==> config.mk <==
export PLATFORM = sky130hd
export DESIGN_NAME = cl_sweep_ctrl_flat
export DESIGN_NICKNAME = d
export VERILOG_FILES = /design/src/rtl/cl_sweep_ctrl_if.sv /design/src/rtl/cl_sweep_ctrl.sv /design/src/flat_wrapper.sv
export SDC_FILE = /design/constraint.sdc
export NUM_CORES = 1
export LEC_CHECK = 0
export BUFFER_PORTS_ARGS = -buffer_cell sky130_fd_sc_hd__buf_2
export CAP_MARGIN = 25
export CORE_MARGIN = 2
export CORE_UTILIZATION = 59
export DETAILED_ROUTE_END_ITERATION = 12
export PLACE_DENSITY_LB_ADDON = 0.1
export SLEW_MARGIN = 15
export SYNTH_ARGS = -nofsm -noshare
export SYNTH_HDL_FRONTEND = slang
export SYNTH_SLANG_ARGS = --single-unit
==> constraint.sdc <==
create_clock -name clk -period 3.6 [get_ports clk]
set_input_delay 0 -clock clk [delete_from_list [all_inputs] [get_ports clk]]
set_output_delay 0 -clock clk [all_outputs]
set_load 0.05 [all_outputs]
==> src/rtl/cl_sweep_ctrl_if.sv <==
// Sweep controller bus: start/status handshake plus the drive and
// capture signals of the cl cell under test.
interface cl_sweep_ctrl_if;
    logic        start;
    logic        f_in;
    logic        a_out;
    logic        b_out;
    logic [1:0]  sel_out;
    logic        busy;
    logic        done;
    logic [15:0] table_out;
    logic        mismatch;

    modport master (
        output start, f_in,
        input  a_out, b_out, sel_out,
        input  busy, done, table_out, mismatch
    );

    modport slave (
        input  start, f_in,
        output a_out, b_out, sel_out,
        output busy, done, table_out, mismatch
    );
endinterface

==> src/rtl/cl_sweep_ctrl.sv <==
// Walks all 16 {sel,a,b} vectors into a cl cell, samples f after a
// settle delay, and compares the captured table with a golden value.
module cl_sweep_ctrl #(
    parameter int          SETTLE   = 1,
    parameter logic [15:0] EXPECTED = 16'hF3E8
) (
    input logic            clk,
    input logic            reset,
    cl_sweep_ctrl_if.slave bus
);
    typedef enum logic [1:0] {
        IDLE   = 2'd0,
        DRIVE  = 2'd1,
        SAMPLE = 2'd2,
        DONE   = 2'd3
    } state_t;

    localparam logic [3:0] LAST_CNT = 4'(SETTLE - 1);

    state_t      state;
    state_t      state_nxt;
    logic [3:0]  idx;
    logic [3:0]  cnt;
    logic [15:0] tbl;
    logic [15:0] tbl_upd;
    logic        mis;
    logic        busy_c;
    logic        done_c;

    // State register
    always_ff @(posedge clk) begin
        if (reset) state <= IDLE;
        else       state <= state_nxt;
    end

    // Next-state decode
    always_comb begin
        state_nxt = state;
        unique case (state)
            IDLE:   if (bus.start) state_nxt = DRIVE;
            DRIVE:  if (cnt == LAST_CNT) state_nxt = SAMPLE;
            SAMPLE: state_nxt = (idx == 4'hF) ? DONE : DRIVE;
            DONE:   state_nxt = IDLE;
            default: state_nxt = IDLE;
        endcase
    end

    // Status outputs decoded from state
    always_comb begin
        busy_c = (state != IDLE);
        done_c = (state == DONE);
    end

    // Table with the current sample merged in; the final compare must
    // see the entry written on the same edge
    always_comb begin
        tbl_upd      = tbl;
        tbl_upd[idx] = bus.f_in;
    end

    // Vector index, settle counter, result table and verdict
    always_ff @(posedge clk) begin
        if (reset) begin
            idx <= '0;
            cnt <= '0;
            tbl <= '0;
            mis <= 1'b0;
        end else begin
            unique case (state)
                IDLE: begin
                    if (bus.start) begin
                        idx <= '0;
                        cnt <= '0;
                        tbl <= '0;
                        mis <= 1'b0;
                    end
                end
                DRIVE: cnt <= cnt + 4'd1;
                SAMPLE: begin
                    tbl <= tbl_upd;
                    if (idx == 4'hF) begin
                        mis <= (tbl_upd != EXPECTED);
                    end else begin
                        idx <= idx + 4'd1;
                        cnt <= '0;
                    end
                end
                default: ;
            endcase
        end
    end

    assign bus.sel_out   = idx[3:2];
    assign bus.a_out     = idx[1];
    assign bus.b_out     = idx[0];
    assign bus.busy      = busy_c;
    assign bus.done      = done_c;
    assign bus.table_out = tbl;
    assign bus.mismatch  = mis;
endmodule
==> src/flat_wrapper.sv <==
// flat-port wrapper written by rule: the top's interface ports become plain ports
module cl_sweep_ctrl_flat 
#(
    parameter int          SETTLE   = 1,
    parameter logic [15:0] EXPECTED = 16'hF3E8
)
  (clk, reset, bus_start, bus_f_in, bus_a_out, bus_b_out, bus_sel_out, bus_busy, bus_done, bus_table_out, bus_mismatch);
  cl_sweep_ctrl_if bus_i ();
  input logic clk;
  input logic reset;
  input wire logic [$bits(bus_i.start)-1:0] bus_start;
  input wire logic [$bits(bus_i.f_in)-1:0] bus_f_in;
  output wire logic [$bits(bus_i.a_out)-1:0] bus_a_out;
  output wire logic [$bits(bus_i.b_out)-1:0] bus_b_out;
  output wire logic [$bits(bus_i.sel_out)-1:0] bus_sel_out;
  output wire logic [$bits(bus_i.busy)-1:0] bus_busy;
  output wire logic [$bits(bus_i.done)-1:0] bus_done;
  output wire logic [$bits(bus_i.table_out)-1:0] bus_table_out;
  output wire logic [$bits(bus_i.mismatch)-1:0] bus_mismatch;
  assign bus_i.start = bus_start;
  assign bus_i.f_in = bus_f_in;
  assign bus_a_out = bus_i.a_out;
  assign bus_b_out = bus_i.b_out;
  assign bus_sel_out = bus_i.sel_out;
  assign bus_busy = bus_i.busy;
  assign bus_done = bus_i.done;
  assign bus_table_out = bus_i.table_out;
  assign bus_mismatch = bus_i.mismatch;
  cl_sweep_ctrl #(.SETTLE(SETTLE), .EXPECTED(EXPECTED)) u_core (.clk(clk), .reset(reset), .bus(bus_i));
endmodule
==> impl_results.md, run 1 <==
- DRC: 0
- Seq/Total Area, Yosys: 0.3478
- Clock buffer depth: 2
- Share of layout cells above drive strength 1: 0.1848
- Worst Reg-to-Reg Cells: 6
- TritonCTS clock tree: built
- Max Used Layer: met4
- Initial core utilization: 0.6273
- First-pass GRT wire length: 5727 µm
- Post-detail-place hpwl: 2520 µm
- Fin Clk Skew: 0.007783 ns
- TNS Setup: 0 ns
- Die width: 55.32 µm
- Synth warnings: 0
- Net count after synthesis: 205
- Worst slew pin tran: 0.8030 ns
- Critical path class: register to register
- CTS-repair resized insts: 0
- Largest net degree at the start of global routing: 28
- Pwr/cell area: 300.6 nW/µm²
- Max transition margin: 0.4643
- Final min period: 2.053 ns
- Met1 WL: 1762 µm
- Most instantiated cells after synthesis: a21oi_1, dfxtp_1, nor2_1
- Row cnt: 18
- Final Max Slew Viols: 0
- Nets: 223
- Crit. End Element: register
- Ys flop type: dfxtp_1
- RD Place Congestion: 0.8823
- Max frequency: 487.1 MHz
- Unique masters post-synth: 45
- CP Max Fanout: 9
- Maximum VDD drop: 254.4 µV
- Total GRT Usage: 0.2272
- CTS Sinks: 27
- Number of synthesized register bits: 27
- Reg clk slew, reported paths: 0.15 ns
- Initial antenna violation count: 0
- Vias per cell: 5.871
- Final Hold Violating Endpoints: 0
- Ys async rst share: 0
- Mapped Area: 1554 µm²
- Full die area: 3060 µm²
- Met3 wire len: 216 µm
- DRT Wirelength: 3599 µm
- Post-synth EDFFs: 0
- Status: completed
- Buffers on Ports: 26
- Max cap viols: 0
- Final setup viols: 0
- Hold Crit Depth: 2
- Routed len/inst: 14.93 µm
- Detail Route Antenna Nets: 0
- RSZ-0062 raised after global routing: false
- Grt total ovfl: 0
- Die Height: 55.32 µm
- Synthesized instance count: 194
- Post-CTS Setup Inserts: 0
- Top-area cell type share of the netlist area: 0.3478
- Core Util, Final: 0.6813
- Io pins: 27
- Post-Syn Area per Cell: 8.010 µm²
- Clock Latency Late Sink: 0.33 ns
- Via count: 1415
- Vias in the first global route: 1162
- Core Box Area: 2477 µm²
- Antenna diodes: 0
- H-tree depth: 1
- Min-delay worst type: input port to register
- DR WL met2: 1581 µm
- Yosys top cell by area: dfxtp_1
- # fillers: 209
- CP arrival: 2.27 ns
- Root Driver: clkbuf_4
- DR iter-0 viols: 69
- Synth area leaders: dfxtp_1, a21oi_1, ha_1
- Period utilisation layout: 0.5702
- Drt pass-1 iters: 5
- Critical Path RT: 3.81 ns
- Crit start category: register
- Hold buffer count at cts: 1
- Pleak: 0.7144 nW
- Number of CTS-inserted buffers: 3
- Synthesis-to-finish area growth: 8.615%
-- worst paths after layout --
kind,startpoint,endpoint,slack (ns)
setup / recovery,u_core.idx[0],u_core.bus.mismatch,1.55
hold / removal,reset,u_core.cnt[1],0.10
setup reg to reg,u_core.idx[0],u_core.bus.mismatch,1.55
hold reg to reg,u_core.bus.table_out[15],u_core.bus.table_out[15],0.50
-- through the flow --
stage / total power, mW / setup slack [ns] / std cells / hold WS, ns / instance area [µm²]
after CTS: 0.5063 / 1.581 / 241 / 0.09594 / 1688
final: 0.5074 / 1.547 / 241 / 0.1014 / 1688
after floorplan: 0.3633 / 1.459 / 194 / 0.09313 / 1554
after global routing: 0.5284 / 1.449 / 241 / 0.1254 / 1688
after global placement: 0.3746 / 1.708 / 236 / 0.2741 / 1652
after detailed placement: 0.3758 / 1.592 / 236 / 0.2778 / 1652
-- where the power goes --
group / switching (mW) / leakage (nW) / total (mW) / internal (mW)
Clock: 0.0924 / 0.0150 / 0.136 / 0.0435
Sequential: 0.00646 / 0.218 / 0.309 / 0.302
Combinational: 0.0443 / 0.481 / 0.0626 / 0.0183
Total: 0.143 / 0.714 / 0.507 / 0.364
-- routing by layer --
| layer | up-vias | track usage |
|---|---|---|
| li1 | 713 | - |
| met1 | 651 | 0.3471 |
| met2 | 47 | 0.3248 |
| met3 | 4 | 0.03044 |
| met4 | 0 | 0.08014 |
| met5 | - | 0 |
-- logic make-up after synthesis --
logic type / after synthesis / share of synthesized area
AND/OR/NAND/NOR: 68 / 0.2254
AO/OA/AOI/OAI: 61 / 0.2399
flip-flops: 27 / 0.3478
buffers and inverters: 20 / 0.05958
multiplexers: 7 / 0.04831
adder cells (fa/ha/maj): 7 / 0.05636
XOR/XNOR: 4 / 0.02254
-- critical path: stages (launching register included) --
cell       delay [ns]
dfxtp_1          0.51
ha_1             0.40
and2b_4          0.22
mux2i_1          0.18
a22oi_1          0.10
a2111oi_0        0.41
a31oi_1          0.12
-- sequential cells by signal (all words and copies together), names as in the netlist --
name / flops
u_core.bus.table_out: 16
u_core.cnt: 4
u_core.idx: 4
u_core.state: 2
u_core.bus.mismatch: 1
-- final cells by class --
type,count,area (µm²),area share
Multi-Input combinational cell,147,920.9,0.5456
Inverter,6,22.52,0.01334
Timing Repair Buffer,27,140.1,0.08302
Tap cell,30,37.54,0.02224
Clock buffer,4,26.28,0.01557
Sequential cell,27,540.5,0.3202
-- placed cells by master, fill, tap and decap left out, drive strengths merged, types with 2 or more instances in the layout --
cell and instances:
a211oi 2, a21o 2, a21oi 28, a22oi 5, a2bb2oi 2, a31oi 2
and2 2, and2b 2, and3 3, buf 26, clkbuf 4, dfxtp 27
ha 7, inv 6, mux2i 6, nand2 16, nand2b 4, nand3 4
nand4 4, nor2 21, nor2b 6, nor3 3, nor4 2, o21ai 13
o21bai 2, xor2 4
Power figures use the tool's default switching activity.
==> run 2, diff against run 1 <==
Settings changed: ABC_AREA set to 1, CORE_UTILIZATION 59 to 55.
Clock period 3.6 ns to 2 ns, I/O delays scaled along.
==> run 2 against run 1 <==
- critical endpoint unchanged
- sequential power rose by 81%
- cell count up 19%
- largest power group unchanged
- highest routed layer unchanged
- design area up 3.2%
- setup slack lost 1.2 ns
- total power up 89%
==> impl_results.md, run 2 <==
- Mux contribution to synthesized area: 0 (-0.04831)
- Max FFs per register: 16 (unchanged)
- Slowest CP cell: dfxtp_1
- Critical Path RT: 2.25 ns (-1.56 ns)
- TNS Setup: 0 ns (unchanged)
- Number of synthesized register bits: 27 (unchanged)
- Min-delay worst type: input port to register
- Synth warnings: 0 (unchanged)
- Ys flop type: dfxtp_1
- Hold Path Sink: u_core.bus.table_out[5]
- Fin Clk Skew: 0.01013 ns (+0.002347 ns)
- Full die area: 3352 µm² (+9.5%)
- Critical path class: register to register
- Synthesis-to-finish area growth: 9.005%
- Max incr delay on CP: 0.74 ns (+0.23 ns)
- Setup slack, reg-to-reg: 0.34 ns (-1.20 ns)
- Row cnt: 19 (+1)
- Max frequency: 604.0 MHz (+24%)
- Worst r2r dst: u_core.bus.mismatch
- DRC: 0 (unchanged)
- Adder-Cell Fraction of Synth Area: 0.05482 (-0.001545)
- Most instantiated cells after synthesis: nand2_1, dfxtp_1, inv_1
- H-tree depth: 1 (unchanged)
- Final Max Slew Viols: 0 (unchanged)
- CTS Sinks: 27 (unchanged)
- Worst Hold Launch: reset
- First-pass GRT wire length: 6078 µm (+6.1%)
- Total power: 0.9589 mW (+89%)
- Post-Place Setup Slack: 0.4106 ns (-1.182 ns)
- CP Max Fanout: 16 (+7)
- Reg-to-Reg Start: u_core.idx[2]
- TritonCTS clock tree: built
- Final min period: 1.656 ns (-0.3973 ns)
- Antenna diodes: 0 (unchanged)
- Hold buffer count at cts: 0 (-1)
- Seq/Total Area, Yosys: 0.3383 (-0.009533)
- RD Place Congestion: 0.8411 (-4.7%)
- Fin worst setup slack: 0.3445 ns (-1.203 ns)
- Pwr/cell area: 550.6 nW/µm² (+83%)
- Core Box Area: 2758 µm² (+11%)
- Vias in the first global route: 1367 (+18%)
- CTS-repair resized insts: 0 (unchanged)
- Largest net degree at the start of global routing: 24 (-14%)
- Synth area leaders: dfxtp_1, nand2_1, a21oi_1
- Pleak: 0.7438 nW (+4.1%)
- FF+latch area: 540.5 µm² (unchanged)
- Hold Crit Depth: 2 (unchanged)
- Mapped Area: 1598 µm² (+2.8%)
- Initial core utilization: 0.5794 (-0.04787)
- Post-detail-place hpwl: 2569 µm (+1.9%)
- Die Height: 57.90 µm (+4.7%)
- Die width: 57.90 µm (+4.7%)
- Grt total ovfl: 0 (unchanged)
- Reg clk slew, reported paths: 0.15 ns (about the same)
- Core Util, Final: 0.6316 (-0.04973)
- Final setup viols: 0 (unchanged)
- Worst Reg-to-Reg Cells: 9 (+3)
- Buffers on Ports: 26 (unchanged)
- Status: completed
- Final Hold Violating Endpoints: 0 (unchanged)
- RSZ-0062 raised after global routing: false
- Post-synth EDFFs: 0 (unchanged)
- Post-synthesis simple-gate area fraction: 0.3821 (+0.1567)
- Period utilisation layout: 0.8278 (+0.2575)
- Crit start category: register
- Synthesized instance count: 232 (+20%)
- Ys async rst share: 0 (unchanged)
- Placed inst area: 1715 µm² (+3.9%)
- Clock buffer depth: 2 (unchanged)
- Most common cell after layout, fill and taps aside: nand2_1
- DRT Wirelength: 3447 µm (-4.2%)
- Maximum VDD drop: 566.3 µV (+120%)
- Clock Latency Late Sink: 0.33 ns (about the same)
- Via count: 1533 (+8.3%)
- Unique masters post-synth: 30 (-33%)
- Root Driver: clkbuf_4
- DR iter-0 viols: 73 (+5.8%)
- Post-Syn Area per Cell: 6.887 µm² (-14%)
- Crit-path cells: inv_2, nand3_1, nand2_1, nand2_1, nand2_1, nor2_1, nand3_1, nor2_1, nor2_1
- Max cap viols: 0 (unchanged)
- Routed len/inst: 12.05 µm (-19%)
- Share of layout cells above drive strength 1: 0.1843 (-0.0005204)
- Drt pass-1 iters: 4 (-1)
- Main combinational cell family by area after synthesis: simple AND/OR/NAND/NOR gates
- Multi-input combinational cell area: 893.4 µm² (-3.0%)
- Total GRT Usage: 0.2291 (+0.001935)
- Detail Route Antenna Nets: 0 (unchanged)
- Area share of xor/xnor cells in the synthesized design: 0.005482 (-0.01706)
- Cell area after layout: 1742 µm² (+3.2%)
- Worst slew pin tran: 0.6091 ns (-0.1938 ns)
- Io pins: 27 (unchanged)
- Number of CTS-inserted buffers: 3 (unchanged)
- Max transition margin: 0.5934 (+0.1290)
- Net count after synthesis: 243 (+19%)
- Crit. End Element: register
- Dominant cell by count in the synthesized netlist: nand2_1
- # fillers: 267 (+28%)
- Yosys top cell by area: dfxtp_1
- Top-area cell type share of the netlist area: 0.3383 (-0.009533)
- Nets: 267 (+20%)
- Post-CTS Setup Inserts: 0 (unchanged)
- Vias per cell: 5.360 (-8.7%)
- CP arrival: 1.91 ns (-0.36 ns)
- Most frequent cells in the layout: nand2_1, dfxtp_1, buf_2, inv_1, a21oi_1
- Compound-Gate Fraction of Synth Area: 0.1167 (-0.1233)
- Initial antenna violation count: 0 (unchanged)
run 2: cell type report:
class	instances	area share
clock buffers	4	0.01509
inverters	24	0.05172
multi-input cells	171	0.5129
flip-flops and latches	27	0.3103
well taps	31	0.02227
repair buffers	29	0.08764
run 2: how the worst max path moves through the flow:
stage	startpoint	to	slack (ns)
2_1_floorplan	u_core.idx[0]	u_core.bus.mismatch	0.18
3_3_place_gp	u_core.idx[0]	u_core.bus.mismatch	0.44
3_5_place_dp	u_core.idx[2]	u_core.bus.mismatch	0.41
4_1_cts	u_core.idx[2]	u_core.bus.mismatch	0.39
5_1_grt	u_core.idx[2]	u_core.bus.mismatch	0.14
6_report	u_core.idx[2]	u_core.bus.mismatch	0.34
run 2: metal layers:
metal  wire [µm]  share of wire  GRT usage  vias to the layer above
li1            -              -          -                      813
met1        1650           0.48     0.3147                      673
met3         211          0.061    0.04018                        2
met5           0              0          0                        -
met2        1572           0.46     0.3831                       45
met4          12         0.0035    0.03987                        0
run 2: critical path: cells and delay by family, from the launching register on:
family	cells	cell delay, ns
buffers and inverters	1	0.20
and+or+nand+nor	8	0.63
DFF	1	0.74
run 2: where the power goes:
| part | internal, mW | total (mW) | switching, mW |
|---|---|---|---|
| Combinational | 0.0382 | 0.157 | 0.119 |
| Sequential | 0.548 | 0.560 | 0.0112 |
| Clock | 0.0783 | 0.242 | 0.164 |
run 2: logic make-up (layout without fill, tap and decap cells):
logic type / Yosys count / after routing
flip-flops: 27 / 27
buffers and inverters: 34 / 57
adder cells (fa/ha/maj): 7 / 7
AND/OR/NAND/NOR: 129 / 129
AO/OA/AOI/OAI: 34 / 34
XOR/XNOR: 1 / 1
run 2: metrics by stage:
stage / instances / hold WS, ns
floorplan: 232 / 0.07847
global placement: 282 / 0.4268
detailed placement: 282 / 0.4283
CTS: 286 / 0.07129
global route: 286 / 0.09465
finish: 286 / 0.08217
==> run 3, diff against run 2 <==
Clock period 2 ns to 1.61 ns, I/O delays scaled along.
==> run 3 against run 2 <==
- design area increased by 5.0%
- flip-flop and latch count stayed put
- sequential share of layout area shrank 1.3 points
- maximum frequency increased by 11%
- non-clock buffer count rose by 4
- register-to-register slack got worse by 0.22 ns
- critical path depth unchanged
- die area stayed put
- largest power group unchanged
- clock power grew 24%
- sequential power increased by 24%
==> impl_results.md, run 3 (synthesis results as in run 2) <==
- Antenna diodes: 0 (unchanged)
- Post-detail-place hpwl: 2621 µm (+2.0%)
- Share of layout cells above drive strength 1: 0.2201 (+0.03576)
- CTS Sinks: 27 (unchanged)
- Worst r2r dst: u_core.bus.mismatch
- Worst Reg-to-Reg Cells: 9 (unchanged)
- Clock buffer depth: 2 (unchanged)
- Pleak: 0.7732 nW (+3.9%)
- Final setup viols: 0 (unchanged)
- CP arrival: 1.74 ns (-0.17 ns)
- Final min period: 1.486 ns (-0.1694 ns)
- Min-delay worst type: input port to register
- Via count: 1533 (unchanged)
- Crit-path cells: inv_1, ha_4, nand3_1, nand2_1, o21ai_1, nor2_1, nand3_1, nor2_1, nor2_1
- Root Driver: clkbuf_4
- Drt pass-1 iters: 6 (+2)
- Reg clk slew, reported paths: 0.15 ns (about the same)
- Most frequent cells in the layout: nand2_1, buf_2, dfxtp_1, inv_1, a21oi_1
- Most common cell after layout, fill and taps aside: nand2_1
- Largest net degree at the start of global routing: 20 (-17%)
- Final Max Slew Viols: 0 (unchanged)
- Top delay family on crit path: simple AND/OR/NAND/NOR gates
- Cell area after layout: 1828 µm² (+5.0%)
- Io pins: 27 (unchanged)
- RSZ-0062 raised after global routing: false
- Synthesis-to-finish area growth: 14.41%
- Number of CTS-inserted buffers: 3 (unchanged)
- CP Max Fanout: 6 (-10)
- First-pass GRT wire length: 5844 µm (-3.8%)
- Max FFs per register: 16 (unchanged)
- DRC: 0 (unchanged)
- Hold Crit Depth: 5 (+3)
- Vias in the first global route: 1252 (-8.4%)
- Status: completed
- Routed len/inst: 12.26 µm (+1.7%)
- Initial core utilization: 0.5794 (unchanged)
- Nets: 271 (+1.5%)
- Buffers on Ports: 26 (unchanged)
- DR iter-0 viols: 65 (-11%)
- Critical path class: register to register
- CP dominant cell by count: nor2_1
- Critical Path RT: 1.86 ns (-0.39 ns)
- Full die area: 3352 µm² (unchanged)
- Crit start category: register
- Worst slew pin tran: 0.3265 ns (-0.2826 ns)
- Placed inst area: 1753 µm² (+2.2%)
- Die width: 57.90 µm (unchanged)
- Die Height: 57.90 µm (unchanged)
- Pwr/cell area: 660.3 nW/µm² (+20%)
- TritonCTS clock tree: built
- Fin Clk Skew: 0.01013 ns (unchanged)
- Row cnt: 19 (unchanged)
- Initial antenna violation count: 0 (unchanged)
- Max incr delay on CP: 0.38 ns (-0.36 ns)
- Total power: 1.207 mW (+26%)
- Core Box Area: 2758 µm² (unchanged)
- Crit. End Element: register
- H-tree depth: 1 (unchanged)
- Reg-to-Reg Start: u_core.idx[0]
- Worst Hold Launch: bus_f_in
- Max transition margin: 0.7816 (+0.1882)
- Max cap viols: 0 (unchanged)
- Slowest CP cell: dfxtp_2
- Final Hold Violating Endpoints: 0 (unchanged)
- Pint: 0.8333 mW (+25%)
- Placed Cells incl. Taps: 285 (+1.1%)
- Detail Route Antenna Nets: 0 (unchanged)
- Grt total ovfl: 0 (unchanged)
- Clock power share: 0.248 (-0.004)
- Core Util, Final: 0.6629 (+0.03131)
- Period utilisation layout: 0.9231 (+0.09531)
- Hold Path Sink: u_core.bus.table_out[12]
- Fin cells: 290 (+1.4%)
- DRT Wirelength: 3556 µm (+3.2%)
- RD Place Congestion: 0.8531 (+1.4%)
- Sw Share: 0.3096 (+0.003087)
- Sequential share of power: 0.577 (-0.007)
- Combinational share of power: 0.175 (+0.011)
- Clock Latency Late Sink: 0.33 ns (about the same)
- Setup slack, reg-to-reg: 0.12 ns (-0.22 ns)
- NetSw: 0.3738 mW (+27%)
- Maximum VDD drop: 590.9 µV (+4.3%)
- TNS Setup: 0 ns (unchanged)
- Vias per cell: 5.286 (-1.4%)
- Bufs and invs on worst path: 1 (unchanged)
- Total GRT Usage: 0.2232 (-0.005912)
- Max frequency: 672.9 MHz (+11%)
## run 3: changes by cell type in the layout (fill, tap and decap cells not counted), sizes merged
cell         delta
buf             +3
dlygate4sd3     +1
clkbuf          -1
clkinv          +1
## run 3: per-stage QoR
stage                     setup slack [ns]  hold slack (ns)
after floorplan                    0.01519          0.07100
after global placement              0.1604           0.2356
after detailed placement            0.1347           0.2385
after CTS                           0.1165           0.1168
after global routing              0.002400           0.1607
final                               0.1239           0.1440
## run 3: worst reg2reg max path, delay by kind of cell (launching register included)
family                     cells  cell delay (ns)
AOI/OAI and AO/OA              1             0.07
adders and majority gates      1             0.21
buffers and inverters          1             0.20
DFF                            1             0.38
and+or+nand+nor                6             0.54
## run 3: worst max-delay path by stage
stage | from | to | cells after the start
4_1_cts | u_core.idx[1] | u_core.bus.mismatch | 9
5_1_grt | u_core.idx[0] | u_core.bus.mismatch | 9
6_report | u_core.idx[0] | u_core.bus.mismatch | 9
2_1_floorplan | u_core.idx[3] | u_core.bus.mismatch | 9
3_3_place_gp | u_core.idx[0] | u_core.bus.mismatch | 10
3_5_place_dp | u_core.idx[0] | u_core.bus.mismatch | 9
## run 3: area by class of cell
class,count,area (µm²)
multi-input cells,171,930.9
fillers,261,929.6
flip-flops and latches,27,543.0
repair buffers,33,197.7
inverters,24,90.09
well taps,31,38.79
clock buffers,3,22.52
clock inverters,1,5.005
## run 3: power by group through the flow
stage	registers, mW	logic, mW	clock network [mW]
after global routing	0.699	0.233	0.341
after CTS	0.696	0.204	0.318
after floorplan	0.719	0.145	0
final	0.697	0.211	0.299
after global placement	0.710	0.200	0
after detailed placement	0.710	0.201	0
## run 3: what timing repair did
action / CTS / global route
endpoints found under the setup margin: 0 / 2
endpoints found under the hold margin: 3 / 0
hold buffers: 1 / 0
gates resized for setup: 0 / 7
buffers inserted: 0 / 0
## run 3: layer usage
layer	vias up	share of wire	track usage
li1	818	-	-
met1	666	0.50	0.3357
met2	45	0.43	0.3279
met3	4	0.056	0.02455
met4	0	0.0082	0.08306
met5	-	0	0
